[src/rtl/timer16_apb_regs.sv]
// 16-bit up/down timer with prescaler behind an 8-bit APB register file, with programmable wait states.
// Build option: define TIMER_SNAPSHOT_EN so that a TCNT0 read latches TCNT1 for a coherent 16-bit read.
module timer16_apb_regs #(
   parameter int unsigned WAIT_STATES = 0
) (
   input  logic       pclk,
   input  logic       preset,
   input  logic       psel,
   input  logic       penable,
   input  logic       pwrite,
   input  logic [7:0] paddr,
   input  logic [7:0] pwdata,
   output logic [7:0] prdata,
   output logic       pready,
   output logic       pslverr,
   output logic       tmr_ovf,
   output logic       tmr_udf
);

   localparam logic [2:0] WS = 3'(WAIT_STATES);

   logic        setup, access, err, wr_ok, rd_fire;
   logic        armed_reg;
   logic [2:0]  wcnt_reg;
   logic [7:0]  tdr0_reg, tdr1_reg, prdata_reg, rdata;
   logic        dir_reg, en_reg;
   logic [1:0]  cks_reg, tsr_reg, tsr_set, tsr_clr;
   logic [3:0]  psc_reg, psc_mask;
   logic [15:0] cnt_reg;
   logic        tick, tcr_wr, load;
   logic        unused_ok;

   assign setup   = psel & ~penable;
   assign access  = psel & penable;
   // armed is only set by a setup phase, so an access phase interrupted by reset never completes
   assign pready  = access & armed_reg & (wcnt_reg == WS);
   assign err     = (paddr > 8'h05) | (pwrite & ((paddr == 8'h04) | (paddr == 8'h05)));
   assign pslverr = pready & err;
   assign wr_ok   = pready & pwrite & ~err;
   assign rd_fire = pready & ~pwrite;
   assign prdata  = rd_fire ? rdata : prdata_reg;

   assign tcr_wr  = wr_ok & (paddr == 8'h02);
   assign load    = tcr_wr & pwdata[7];
   assign tsr_clr = (wr_ok && paddr == 8'h03) ? pwdata[1:0] : 2'b00;
   assign unused_ok = ^{pwdata[6], pwdata[3:2]};

   always_ff @(posedge pclk or posedge preset) begin
      if (preset) begin
         wcnt_reg  <= '0;
         armed_reg <= 1'b0;
      end else if (setup) begin
         wcnt_reg  <= '0;
         armed_reg <= 1'b1;
      end else if (access && armed_reg && !pready) begin
         wcnt_reg  <= wcnt_reg + 3'd1;
      end else begin
         wcnt_reg  <= '0;
         armed_reg <= 1'b0;
      end
   end

   // Divide-by-2^(cks+1): tick when the low cks+1 prescaler bits are all ones
   generate
      for (genvar gi = 0; gi < 4; gi++) begin : g_mask
         assign psc_mask[gi] = (2'(gi) <= cks_reg);
      end
   endgenerate

   assign tick = en_reg & ((psc_reg & psc_mask) == psc_mask);

   always_comb begin
      tsr_set = 2'b00;
      if (tick && !load) begin
         tsr_set[0] = ~dir_reg & (cnt_reg == 16'hFFFF);
         tsr_set[1] =  dir_reg & (cnt_reg == 16'h0000);
      end
   end

`ifdef TIMER_SNAPSHOT_EN
   logic [7:0] shadow_reg;

   always_ff @(posedge pclk or posedge preset) begin
      if (preset)
         shadow_reg <= '0;
      else if (rd_fire && paddr == 8'h04)
         shadow_reg <= cnt_reg[15:8];
   end
`endif

   always_comb begin
      rdata = 8'h00;
      case (paddr)
         8'h00: rdata = tdr0_reg;
         8'h01: rdata = tdr1_reg;
         8'h02: rdata = {2'b00, dir_reg, en_reg, 2'b00, cks_reg};
         8'h03: rdata = {6'b0, tsr_reg};
         8'h04: rdata = cnt_reg[7:0];
`ifdef TIMER_SNAPSHOT_EN
         8'h05: rdata = shadow_reg;
`else
         8'h05: rdata = cnt_reg[15:8];
`endif
         default: rdata = 8'h00;
      endcase
   end

   always_ff @(posedge pclk or posedge preset) begin
      if (preset) begin
         tdr0_reg   <= '0;
         tdr1_reg   <= '0;
         dir_reg    <= 1'b0;
         en_reg     <= 1'b0;
         cks_reg    <= '0;
         tsr_reg    <= '0;
         psc_reg    <= '0;
         cnt_reg    <= '0;
         prdata_reg <= '0;
      end else begin
         if (wr_ok && paddr == 8'h00) tdr0_reg <= pwdata;
         if (wr_ok && paddr == 8'h01) tdr1_reg <= pwdata;
         if (tcr_wr) begin
            dir_reg <= pwdata[5];
            en_reg  <= pwdata[4];
            cks_reg <= pwdata[1:0];
         end
         // a set in the same cycle as a write-1-to-clear wins
         tsr_reg <= (tsr_reg & ~tsr_clr) | tsr_set;
         psc_reg <= en_reg ? psc_reg + 4'd1 : 4'd0;
         if (load)
            cnt_reg <= {tdr1_reg, tdr0_reg};
         else if (tick)
            cnt_reg <= dir_reg ? cnt_reg - 16'd1 : cnt_reg + 16'd1;
         if (rd_fire) prdata_reg <= rdata;
      end
   end

   assign tmr_ovf = tsr_reg[0];
   assign tmr_udf = tsr_reg[1];

endmodule
[config.mk]
export PLATFORM = sky130hd
export DESIGN_NAME = timer16_apb_regs
export DESIGN_NICKNAME = d
export VERILOG_FILES = /design/src/rtl/timer16_apb_regs.sv
export SDC_FILE = /design/constraint.sdc
export NUM_CORES = 1
export LEC_CHECK = 0
export CAP_MARGIN = 5
export CORE_ASPECT_RATIO = 2
export CORE_MARGIN = 2
export CORE_UTILIZATION = 28
export CTS_CLUSTER_SIZE = 10
export DETAILED_ROUTE_END_ITERATION = 8
export HOLD_SLACK_MARGIN = 0.1
export PLACE_DENSITY = 0.55
export RECOVER_POWER = 50
export SYNTH_ARGS = -nofsm -noshare
export SYNTH_HDL_FRONTEND = slang
export SYNTH_SLANG_ARGS = --single-unit
export TNS_END_PERCENT = 1
[constraint.sdc]
create_clock -name pclk -period 3.6 [get_ports pclk]
set_input_delay 1.08 -clock pclk [delete_from_list [all_inputs] [get_ports pclk]]
set_output_delay 1.08 -clock pclk [all_outputs]
set_load 0.01 [all_outputs]
Word-level counts from Yosys, hierarchy flattened
Cells that the tools add are included.

Register bits after elaboration: 54. Bits of input ports: 21. Output and inout bits: 12. Logic and storage cells: 76.

Add/subtract/negate cells: 4. Order comparisons: 5. Equal/unequal tests: 8. Multiplexer cells: 12. Bitwise operators: 24. Reduce and logical (&&, ||, !) cells: 12.

Operators by type and width (count): $mux 16 (3); $pmux 8 s6 (1); $add 16x1->16 const B (1); $eq 16x16->1 const B (1); $eq 8x2->1 const B (2); $eq 8x3->1 const B (2); $logic_not 16->1 (1); $sub 16x1->16 const B (1); $and 1x1->1 (14); $eq 8x1->1 const B (1); $gt 8x3->1 const B (1); $logic_not 8->1 (1); $mux 8 (1); $logic_and 1x1->1 (6); $mux 3 (2); $add 4x1->4 const B (1); $and 4x4->4 (1); $eq 4x4->1 (1); $le 1x2->1 const A (2); $le 2x2->1 const A (2); $mux 2 (2); $mux 4 (1); $not 1->1 (4); $add 3x1->3 const B (1); other kinds (9) (12).

Logic depth before layout (Yosys ltp)
Depth in word-level cells: 12. Depth in mapped cells: 10. Depth with buffers taken out: 9.

Worst setup path after synthesis
OpenSTA, ideal clock, no wires.

Path type: input port to output port. Start point: in paddr[7]. End point: out prdata[2]. Data arrival time: 2.717 ns. Data required time: 2.520 ns. Path slack: -0.197 ns. Cell stages on the path: 6. Path buffers: 1. Path through: or4_4 > nor2_1 > nor4bb_1 > clkbuf_1 > a221oi_1 > o21ai_0.

Cells in the longest elaborated chain, start to end: 3. Elaborated cells between the ends (all ways): 8. Classes of those cells: 5 x eq/ne; 2 x mux; 1 x reduce/logical.

RTL lines: from (decl) (line 11) `input logic [7:0] paddr,`; $eq 8x3->1 (tied with other cells) (line 93) `case (paddr)`; $pmux 8 s6 (*) (line 93); $mux 8 (*); to (decl) (line 13) `output logic [7:0] prdata,`.

Mark *: on every way between the ends. The rest lies on a longest branch, timed or not.

Worst setup path after layout
Start point: in paddr[5]. End point: out prdata[7].

Same word-level chain as after synthesis.

==> key figures <==
Synth
  – Synth Warn #: 0
  – Cells after Synth: 363
  – Mean Syn Cell Area: 9.548 µm²
  – Distinct cells, synth: 53
  – Syn_nets: 402
  – Flop and latch count out of synthesis: 54
  – Commonest register cell after synthesis: dfrtp_1
  – Yosys top cell area share: 38.99%
  – FFs w/ async S/R, synth: 100.0%
  – Cell taking the most area after synthesis: dfrtp_1
  – Register area share after synthesis: 38.99%
  – Synthesized cell area: 3466 µm²
  – Post-synth EDFFs: 0
  – Leading post-synthesis cells by cell area: dfrtp_1, ha_1, a21oi_1

Run
  – Max cap viols: 1

Floorplan
  – Row cnt: 57
  – # IOs: 33
  – Die X: 82.67 µm
  – Core Area: 12120 µm²
  – Chip height: 161.3 µm
  – Initial Utilization: 28.59%
  – Full die area: 13340 µm²

Worst setup path
  – CP Class: input port to primary output
  – Flop2flop setup slack: 0.56 ns
  – Startpoint class of the critical path: input port
  – CP Capture Type: primary output
  – CP arrival: 2.75 ns
  – Maximum fanout along the worst path: 6
  – Req. time, crit path: 2.52 ns

Detailed routing
  – Drc violations: 0
  – Antenna Nets Post-Route: 0
  – Post-route met1 wirelength: 3.694 mm
  – DR iter-0 viols: 210
  – Drt pass-1 iters: 4
  – Overall routed net length: 10.71 mm
  – DR WL met3: 251 µm
  – Post-detailed-route via-to-cell ratio: 5.236
  – Routed wire per std cell: 18.03 µm
  – Met2 wire len: 6.131 mm
  – Via count: 3110
  – Max Used Layer: met4

Finish
  – Commonest cells after routing, fill and taps aside: dfrtp_1, buf_4, nand2_1
  – Area delta synth->final: 31.23%
  – Layout net count: 487
  – # diodes: 0
  – Design area: 4548 µm²
  – Commonest non-fill, non-tap cell in the layout: dfrtp_1
  – Number of flip-flops in the largest register: 16
  – Final std cells w/o fill: 594
  – Share of layout cells above drive strength 1: 25.95%

Global routing
  – First-pass GRT wire length: 16.78 mm
  – Initial antenna violation count: 0
  – Number of global-route vias before repair: 3136
  – GRT Util Overall: 17.08%
  – Total grt overflow: 0
  – Pin count of the biggest net entering global routing: 28

CTS
  – Clock Tree Buf Depth: 2
  – Insertion delay to the later sink of the worst-skew pair: 0.30 ns
  – Worst-path clk slew: 0.07 ns
  – Clock root buffer: clkbuf_16
  – Cts hold-fix bufs: 0
  – Clk sinks: 54
  – H-tree levels: 2
  – Total CTS buffers: 5
  – TritonCTS clock tree: built

Power
  – Clock Power Share: 39.8%
  – Leak pwr: 2.125 nW
  – Peak VDD IR: 0.1490 mV
  – Pint: 937.1 µW
  – Switching share of power: 22.91%
  – Net switching power: 278.5 µW
  – Sequential group share of total power: 50.8%
  – Comb pwr share: 9.4%
  – Pwr dens: 267.3 nW/µm²

Place
  – Dpl hpwl: 8.260 mm
  – Post-Place Cells: 557
  – Port bufs: 32
  – GP Congestion: 0.8955
  – DP Area: 4111 µm²

STA
  – Relative slew slack: -0.8616%
  – Fin. Hold Viols: 0
  – Clock Skews: 0.007878 ns
  – Final WS setup: -0.2306 ns
  – Setup TNS: -1.677 ns
  – Final period utilization: 106.4%
  – Fmax: 0.2611 GHz
  – Slew @ Worst Pin: 1.513 ns
  – Setup Viol. Count Final: 9
  – RSZ-0062 raised after global routing: yes
  – Max Slew Vio Count: 28
  – Clock period minus worst slack: 3.831 ns

Min path
  – HP Class: register to register

Run status
  – Failing checks: max-capacitance violations, max-slew violations, negative setup slack
  – Outcome: finished with violations
[layout make-up]
cell class / instances / area [µm²]
Clock buffer: 6 / 138.9
Fill cell: 1233 / 7576
Inverter: 11 / 41.29
Multi-Input combinational cell: 286 / 2100
Sequential cell: 54 / 1351
Tap cell: 147 / 183.9
Timing Repair Buffer: 90 / 733.2
[timing repair]
action                                  4_1_cts  5_1_grt
pin swaps                                    14       15
setup buffers                                25        6
endpoints found under the setup margin       10       10
gates resized for setup                      57       15
[kinds of logic (layout without fill, tap and decap cells)]
| logic type | Yosys count | in the layout | synth area share [%] |
|---|---|---|---|
| buffers and inverters | 23 | 107 | 3.574 |
| xor gates and xnor gates | 13 | 13 | 3.285 |
| and+or+nand+nor | 137 | 137 | 21.41 |
| AOI/OAI and AO/OA | 89 | 89 | 15.42 |
| adders and majority gates | 18 | 18 | 6.715 |
| muxes | 29 | 29 | 10.61 |
| DFF | 54 | 54 | 38.99 |
[worst max-delay path: stages]
cell and delay (ns):
buf_6 0.09, or4_4 0.55, or3_4 0.43, nor2_8 0.12
a222oi_1 0.11, o21ai_1 0.21, buf_2 0.17
[cell usage after synthesis, types with 2 or more instances]
| master | count |
|---|---|
| a211oi_1 | 2 |
| a21o_1 | 3 |
| a21oi_1 | 35 |
| a221oi_1 | 4 |
| a222oi_1 | 3 |
| a31oi_1 | 3 |
| and2_1 | 5 |
| and3_1 | 7 |
| buf_1 | 3 |
| buf_2 | 2 |
| buf_6 | 2 |
| clkbuf_1 | 3 |
| clkbuf_8 | 2 |
| dfrtp_1 | 54 |
| ha_1 | 17 |
| inv_1 | 10 |
| mux2_2 | 10 |
| mux2_4 | 8 |
| mux2i_1 | 9 |
| mux4_2 | 2 |
| nand2_1 | 41 |
| nand2b_1 | 4 |
| nand3_1 | 10 |
| nand4_1 | 8 |
| nor2_1 | 31 |
| nor2_8 | 2 |
| nor2b_1 | 4 |
| nor3_1 | 8 |
| nor4_1 | 3 |
| o211ai_1 | 8 |
| o21a_1 | 2 |
| o21ai_0 | 22 |
| o22ai_1 | 2 |
| or3_1 | 3 |
| or4_1 | 2 |
| xnor2_1 | 10 |
| xor2_1 | 3 |
[per-layer routing]
metal  track usage [%]  vias up
met1             16.82     1512
met4             10.58        0
met3             1.229       32
met2             32.44       72
li1                  -     1494
met5                 0        -
[per-stage QoR]
step	utilization, %	total power [mW]	setup slack [ns]	hold WS [ns]
floorplan	-	0.6822	-0.02364	0.4409
global placement	33.91	0.7418	-1.096	0.4517
detailed placement	33.91	0.7433	-1.103	0.4776
CTS	36.76	1.226	-0.2840	0.4869
global route	37.51	1.260	-0.2692	0.5126
finish	37.51	1.216	-0.2306	0.4833
[power by group through the flow]
stage / sequential (mW) / clock [mW] / combinational (mW)
5_1_grt: 0.618 / 0.518 / 0.125
3_5_place_dp: 0.630 / 0 / 0.114
6_report: 0.618 / 0.484 / 0.114
2_1_floorplan: 0.628 / 0 / 0.0542
3_3_place_gp: 0.630 / 0 / 0.112
4_1_cts: 0.618 / 0.493 / 0.115
[worst paths after layout]
path                                        from                       to  cells after the start
max                                     paddr[5]                prdata[7]                      7
min                        wcnt_reg[0]$_DFF_PP0_    wcnt_reg[0]$_DFF_PP0_                      1
max reg2reg                wcnt_reg[0]$_DFF_PP0_  prdata_reg[2]$_DFF_PP0_                     19
min reg2reg                wcnt_reg[0]$_DFF_PP0_    wcnt_reg[0]$_DFF_PP0_                      1
max in group asynchronous                 preset  tdr0_reg[7]$_DFFE_PP0P_                      3
min in group asynchronous                 preset    armed_reg$_DFFE_PP0P_                      2
(Power assumes the default switching activity.)
